File: config.mk
export PLATFORM = sky130hd
export DESIGN_NAME = wave_writer
export DESIGN_NICKNAME = d
export VERILOG_FILES = /design/src/rtl/wave_writer.sv
export SDC_FILE = /design/constraint.sdc
export NUM_CORES = 1
export LEC_CHECK = 0
export CAP_MARGIN = 30
export CORE_UTILIZATION = 55
export DETAILED_ROUTE_END_ITERATION = 16
export PLACE_DENSITY = 0.85
export SLEW_MARGIN = 20
export SYNTH_ARGS = -nofsm -noshare
export SYNTH_HDL_FRONTEND = slang
export SYNTH_SLANG_ARGS = --single-unit
File: constraint.sdc
create_clock -name clk_in -period 7.6 [get_ports clk_in]
set_input_delay 1.14 -clock clk_in [delete_from_list [all_inputs] [get_ports clk_in]]
set_output_delay 1.14 -clock clk_in [all_outputs]
set_load 0.03 [all_outputs]
File: src/rtl/wave_writer.sv
// wave_writer: streams bytes into the wave main memory as little-endian 16-bit samples.
// Define WAVE_WRITER_CHECKSUM_EN to require a trailing mod-256 checksum byte per capture.
`timescale 1ns/1ps
module wave_writer #(
    parameter int SAMPLE_WIDTH = 16,
    parameter int BRAM_DEPTH   = 4096,
    parameter int WW_WIDTH     = 18
) (
    input  logic                    clk_in,
    input  logic                    rst_in,
    input  logic                    start_in,
    input  logic [WW_WIDTH-1:0]     wave_width_in,
    input  logic [7:0]              byte_in,
    input  logic                    byte_valid_in,
    output logic                    byte_ready_out,
    output logic [WW_WIDTH-1:0]     mem_addr_out,
    output logic [SAMPLE_WIDTH-1:0] mem_data_out,
    output logic                    mem_we_out,
    output logic                    busy_out,
    output logic                    done_out,
    output logic                    err_out,
    output logic [WW_WIDTH-1:0]     sample_count_out
);

    localparam logic [WW_WIDTH-1:0] DEPTH_W = WW_WIDTH'(BRAM_DEPTH);
    localparam logic [WW_WIDTH-1:0] ONE_W   = WW_WIDTH'(1);

    typedef enum logic [2:0] {
        S_IDLE,
        S_LO,
        S_HI,
`ifdef WAVE_WRITER_CHECKSUM_EN
        S_CHK,
`endif
        S_FIN
    } state_t;

    state_t                    state_q, state_d;
    logic [WW_WIDTH-1:0]       width_q, width_d;
    logic [WW_WIDTH-1:0]       count_q, count_d;
    logic [WW_WIDTH-1:0]       scount_q, scount_d;
    logic [WW_WIDTH-1:0]       addr_q, addr_d;
    logic [SAMPLE_WIDTH-1:0]   data_q, data_d;
    logic [7:0]                lo_q, lo_d;
    logic                      we_q, we_d;
    logic                      done_q, done_d;
`ifdef WAVE_WRITER_CHECKSUM_EN
    logic [7:0]                sum_q, sum_d;
    logic                      ok_q, ok_d;
    logic                      err_q, err_d;
`endif

    logic                      ready;
    logic                      accept;
    logic [WW_WIDTH-1:0]       width_clamped;
    logic [WW_WIDTH-1:0]       count_inc;

    always_comb begin
        ready = 1'b0;
        case (state_q)
            S_LO, S_HI: ready = 1'b1;
`ifdef WAVE_WRITER_CHECKSUM_EN
            S_CHK:      ready = 1'b1;
`endif
            default:    ready = 1'b0;
        endcase
    end

    assign accept        = byte_valid_in & ready;
    assign width_clamped = (wave_width_in > DEPTH_W) ? DEPTH_W : wave_width_in;
    assign count_inc     = count_q + ONE_W;

    // start_in has priority over everything, including a byte offered in the same cycle.
    always_comb begin
        state_d  = state_q;
        width_d  = width_q;
        count_d  = count_q;
        scount_d = scount_q;
        addr_d   = addr_q;
        data_d   = data_q;
        lo_d     = lo_q;
        we_d     = 1'b0;
        done_d   = 1'b0;
`ifdef WAVE_WRITER_CHECKSUM_EN
        sum_d    = sum_q;
        ok_d     = ok_q;
        err_d    = 1'b0;
`endif
        if (start_in) begin
            width_d  = width_clamped;
            count_d  = '0;
            scount_d = '0;
            state_d  = (width_clamped == '0) ? S_FIN : S_LO;
`ifdef WAVE_WRITER_CHECKSUM_EN
            sum_d    = 8'd0;
            ok_d     = 1'b1;
`endif
        end else begin
            case (state_q)
                S_LO: begin
                    if (accept) begin
                        lo_d    = byte_in;
                        state_d = S_HI;
`ifdef WAVE_WRITER_CHECKSUM_EN
                        sum_d   = sum_q + byte_in;
`endif
                    end
                end
                S_HI: begin
                    if (accept) begin
                        we_d     = 1'b1;
                        addr_d   = count_q;
                        data_d   = SAMPLE_WIDTH'({byte_in, lo_q});
                        count_d  = count_inc;
                        scount_d = count_inc;
`ifdef WAVE_WRITER_CHECKSUM_EN
                        sum_d    = sum_q + byte_in;
                        state_d  = (count_inc == width_q) ? S_CHK : S_LO;
`else
                        state_d  = (count_inc == width_q) ? S_FIN : S_LO;
`endif
                    end
                end
`ifdef WAVE_WRITER_CHECKSUM_EN
                S_CHK: begin
                    if (accept) begin
                        ok_d    = (byte_in == sum_q);
                        state_d = S_FIN;
                    end
                end
`endif
                S_FIN: begin
`ifdef WAVE_WRITER_CHECKSUM_EN
                    done_d  = ok_q;
                    err_d   = ~ok_q;
`else
                    done_d  = 1'b1;
`endif
                    state_d = S_IDLE;
                end
                default: state_d = S_IDLE;
            endcase
        end
    end

    always_ff @(posedge clk_in or negedge rst_in) begin
        if (!rst_in) begin
            state_q  <= S_IDLE;
            width_q  <= '0;
            count_q  <= '0;
            scount_q <= '0;
            addr_q   <= '0;
            data_q   <= '0;
            lo_q     <= 8'd0;
            we_q     <= 1'b0;
            done_q   <= 1'b0;
`ifdef WAVE_WRITER_CHECKSUM_EN
            sum_q    <= 8'd0;
            ok_q     <= 1'b1;
            err_q    <= 1'b0;
`endif
        end else begin
            state_q  <= state_d;
            width_q  <= width_d;
            count_q  <= count_d;
            scount_q <= scount_d;
            addr_q   <= addr_d;
            data_q   <= data_d;
            lo_q     <= lo_d;
            we_q     <= we_d;
            done_q   <= done_d;
`ifdef WAVE_WRITER_CHECKSUM_EN
            sum_q    <= sum_d;
            ok_q     <= ok_d;
            err_q    <= err_d;
`endif
        end
    end

    assign byte_ready_out   = ready;
    assign mem_addr_out     = addr_q;
    assign mem_data_out     = data_q;
    assign mem_we_out       = we_q;
    assign busy_out         = (state_q != S_IDLE);
    assign done_out         = done_q;
    assign sample_count_out = scount_q;
`ifdef WAVE_WRITER_CHECKSUM_EN
    assign err_out          = err_q;
`else
    assign err_out          = 1'b0;
`endif

endmodule

Yosys cells after proc, flatten, opt, wreduce, memory -nomap -nowiden. Cells that the tools add are included.

Bits in registers: 83. Bits of input ports: 30. Output and inout bits: 57. Logic and storage cells: 43.

Add/sub/neg operators: 1. $lt $le $gt $ge: 1. Equality and inequality tests: 6. Mux-type cells: 16. Bitwise logic cells: 2. Reduce and logical (&&, ||, !) cells: 9.

Operator list (count): 2-to-1 mux 18 bit (4); adder 18 x 1 -> 18 bit, second input constant (1); == test 18 bit (1); greater-than comparator 18 x 13 -> 1 bit, second input constant (1); zero test 18 bit (1); 2-to-1 mux 3 bit (3); == test 3 x 2 -> 1 bit, second input constant (2); 2-to-1 mux 1 bit (6); != test 3 bit, second input constant (2); one-hot mux 3 bit (2 select lines) (1); AND reduction 3 bit (2); 2-to-1 mux 2 bit (2); AND reduction 2 bit (2); nonzero test 2 bit (2); == test 3 x 1 -> 1 bit, second input constant (1); nonzero test 3 bit (1); OR reduction 2 bit (1); bitwise AND 1 bit (1); NOT 1 bit (1).

Longest topological paths before layout.
Depth after elaboration: 7. Mapped depth: 10. Mapped depth without buffers: 8.

Worst setup path after synthesis. OpenSTA, ideal clock, no wires.

Path kind: input-to-reg. From: input wave_width_in[16]. To: register state_q[1]. Library setup time: 0.104 ns. Arrival time: 2.991 ns. Slack: 4.505 ns. Stages: 6. Buffers on the path: 0. Cells stage by stage: nor4_1 > nand3b_1 > o32a_1 > or4_1 > or3_1 > o41ai_2.

Cells in the longest elaborated chain, start to end: 5.

Ends and longest elaborated chain: start, declared (RTL line 12) `input logic [WW_WIDTH-1:0] wave_width_in,`; greater-than comparator 18 x 13 -> 1 bit (RTL line 70) `assign width_clamped = (wave_width_in > DEPTH_W) ? DEPTH_W : wave_width_in;`; 2-to-1 mux 18 bit * (RTL line 70); zero test 18 bit * (RTL line 93) `state_d = (width_clamped == '0) ? S_FIN : S_LO;`; 2-to-1 mux 2 bit * (RTL line 93); 2-to-1 mux 3 bit * (RTL line 89) `if (start_in) begin`; end signal, assigned (RTL line 163) `state_q <= state_d;`; end, declared (RTL line 38) `state_t state_q, state_d;`.

Every way passes the cells marked *; elsewhere a longest branch is shown, timed or not. A chain may end at the register's enable or synchronous reset.

Worst setup path after layout.
From: input start_in. To: register state_q[1].

Cells in the longest elaborated chain, start to end: 2. Elaborated cells on any way between the ends: 4.

Ends and longest elaborated chain: start, declared (RTL line 11) `input logic start_in,`; != test 3 bit (no line); AND reduction 2 bit (no line).

Several ways; a longest one is shown, not always the timed one.

==> results.json <==
{
  "fin_nets": 482,
  "combPwrFrac": 0.289,
  "irDropWorstVdd_mv": 0.232,
  "design.core.area_um2": 7290,
  "first_iter_violations": 171,
  "gp_congestion": 0.859,
  "route.detailed.drc": 0,
  "post-route-period-util": 0.458,
  "cts_resized": 0,
  "power.internal_w": 0.000831,
  "cts.sinks": 82,
  "grt_use_total": 0.243,
  "skew_ns": 0.0140,
  "syn_nets": 412,
  "setup_viol": 0,
  "syn-cell-area_um2": 4160,
  "clock-root-buffer": "clkbuf_8",
  "leakagePower_nw": 2.18,
  "path_clk_slew_ns": 0.08,
  "yosys.area.top_type": "dfrtp_1",
  "crit_chain": "clkdlybuf4s50_1 > buf_4 > nand3b_1 > o32a_1 > or4_1 > or3_1 > o41ai_2",
  "rows": 31,
  "synthMuxAreaShare": 0.116,
  "synth-xor-area-share": 0.0674,
  "critPathRequiredTime_ns": 7.84,
  "synth_top_family_by_area": "simple AND/OR/NAND/NOR gates",
  "syn_to_final_growth_pct": 23.3,
  "hold_path_startpoint": "mem_addr_out[11]$_DFFE_PN0P_",
  "drtAntennaViolNets": 0,
  "portBuffers": 85,
  "dieArea_um2": 7910,
  "period_minus_slack_ns": 3.48,
  "cts_buffer_depth": 2,
  "startpoint": "start_in",
  "wl_per_cell_um": 16.1,
  "drt_wl_total_um": 8870,
  "drive_gt1_frac": 0.155,
  "synth_compound_area_frac": 0.0873,
  "ys_top_cells_by_area": "dfrtp_1 (49%), mux2_2 (11%), xnor2_1 (3.8%), xor2_1 (2.9%), o21ai_0 (2.9%)",
  "p_sw_w": 0.000377,
  "p_sw_frac": 0.312,
  "outcome": "complete, no violations",
  "via_per_inst": 5.65,
  "start_util": 0.570,
  "grt_start_max_net_pins": 52,
  "power_density_nw_per_um2": 236,
  "hold_class": "reg -> reg",
  "criticalPathCategory": "in -> reg",
  "synth_cell_types": 52,
  "max_cap_violations": 0,
  "syn_inst": 377,
  "cp_top_family": "simple AND/OR/NAND/NOR gates",
  "reg2reg_from": "sample_count_out[0]$_DFFE_PN0P_",
  "die_y_um": 88.9,
  "layout_commonest_cell": "clkdlybuf4s50_1",
  "ys_ff_latch": 82,
  "endpoint_kind": "flop",
  "grt_pass1_vias": 2924,
  "grt-ovfl-total": 0,
  "final_max_slew_viol_count": 0,
  "numCtsBuffers": 9,
  "slew_headroom": 0.427,
  "drtPass1Iterations": 4,
  "final_cell_mix": "clkdlybuf4s50_1 (84), dfrtp_1 (82), mux2_2 (42), nand2_1 (28), o21ai_0 (24)",
  "yosysWarnings": 0,
  "design_area_um2": 5120,
  "slowest_delay_ns": 0.50,
  "synth_edf_count": 0,
  "postSynthAreaPerCell_um2": 11.0,
  "placedInstanceArea_um2": 4920,
  "htreeDepth": 3,
  "clock_latency_ns": 0.34,
  "cp_max_fo": 45,
  "critPathSlowestCell": "or4_1",
  "ys.flop_type": "dfrtp_1",
  "critPathLaunchType": "input port",
  "tightest_slew_ns": 0.859,
  "setup_tns_ns": 0,
  "cts_tree": "yes",
  "synthArstFlopShare": 1.00,
  "rsz0062_at_grt": "false",
  "grt_pass1_wl_um": 14300,
  "cp.arrival_ns": 3.72,
  "ioPinCount": 87,
  "fmax_ghz": 0.287,
  "yosysSeqAreaShare": 0.494,
  "path_buf_inv": 2,
  "dpl.hpwl_um": 6260,
  "p_clk_frac": 0.264,
  "antenna_cells": 0,
  "ctsHoldBuffers": 0,
  "hold_viol": 0,
  "synth_fa_ha_area_frac": 0.0150,
  "p_seq_frac": 0.447,
  "vias": 3112,
  "cts_setup_buffers": 0,
  "die_w_um": 88.9,
  "grt_antenna_before_repair": 0,
  "synthSimpleGateAreaFrac": 0.146,
  "yosysTopAreaCellShare": 0.494
}
==> final timing paths <==
check	to	slack (ns)	cells past startpoint
worst min register to register	mem_addr_out[11]$_DFFE_PN0P_	0.49	2
worst min-delay path	mem_addr_out[11]$_DFFE_PN0P_	0.49	2
worst max register to register	state_q[1]$_DFFE_PN0P_	4.88	7
min in group asynchronous	mem_addr_out[15]$_DFFE_PN0P_	0.73	1
worst max-delay path	state_q[1]$_DFFE_PN0P_	4.12	7
max in group asynchronous	width_q[12]$_DFFE_PN0P_	6.29	2
==> synthesized netlist by cell type, types with 3 or more instances <==
| cell type | instances |
|---|---|
| a21oi_1 | 19 |
| buf_4 | 3 |
| clkbuf_1 | 13 |
| clkbuf_8 | 7 |
| dfrtp_1 | 82 |
| ha_1 | 5 |
| inv_1 | 16 |
| mux2_2 | 42 |
| nand2_1 | 28 |
| nand3_1 | 8 |
| nand4_1 | 13 |
| nor2_1 | 14 |
| nor2b_1 | 9 |
| nor3_1 | 5 |
| nor4_1 | 6 |
| o21ai_0 | 24 |
| or3_1 | 8 |
| xnor2_1 | 18 |
| xor2_1 | 14 |
==> registers in the layout, summed over array words and instances (netlist names) <==
name / cells
mem_addr_out: 18
sample_count_out: 18
width_q: 18
mem_data_out: 16
lo_q: 8
state_q: 2
done_out: 1
mem_we_out: 1
==> worst register-to-register path, delay by kind of cell (launching register included) <==
family	cells	cell delay (ns)
AO/OA/AOI/OAI	2	0.45
adder cells (fa/ha/maj)	1	0.33
AND/OR/NAND/NOR	4	1.32
flip-flops	1	0.50
==> cell type report <==
cell class | count | area [um^2]
repair buffers | 87 | 883
inverters | 16 | 60.1
multi-input cells | 251 | 1800
clock buffers | 11 | 141
flip-flops and latches | 82 | 2050
fillers | 555 | 2170
clock inverters | 5 | 61.3
well taps | 99 | 124
==> routing by layer <==
layer	GRT usage	share of wire	up-vias
met5	0	0	-
met4	0.0866	0.016	0
met3	0.0545	0.056	12
met2	0.392	0.49	105
met1	0.327	0.44	1539
li1	-	-	1456
==> cell families (layout without fill, tap and decap cells) <==
kind of cell             count (synthesis)  count (layout)
AND/OR/NAND/NOR                        110             110
flip-flops                              82              82
AO/OA/AOI/OAI                           60              60
buffers and inverters                   44             119
multiplexers                            43              43
XOR/XNOR                                32              32
adder cells (fa/ha/maj)                  5               5
other                                    1               1
==> power groups by stage <==
stage	Combinational, W	Clock [W]	Sequential [W]
2_1_floorplan	0.000120	0	0.000629
3_3_place_gp	0.000342	0	0.000544
3_5_place_dp	0.000350	0	0.000548
4_1_cts	0.000352	0.000325	0.000540
5_1_grt	0.000369	0.000343	0.000549
6_report	0.000350	0.000319	0.000540
==> stage by stage <==
stage | hold WS (ns) | utilization | std cells | total power, W | worst slack, ns
after floorplan | 0.475 | - | 377 | 0.000749 | 4.51
after global placement | 0.464 | 0.671 | 534 | 0.000886 | 3.85
after detailed placement | 0.483 | 0.675 | 535 | 0.000898 | 3.78
after CTS | 0.502 | 0.703 | 551 | 0.00122 | 4.14
after global routing | 0.513 | 0.703 | 551 | 0.00126 | 3.98
final | 0.493 | 0.703 | 551 | 0.00121 | 4.12
Note: power is estimated with default switching activity, not from simulation.
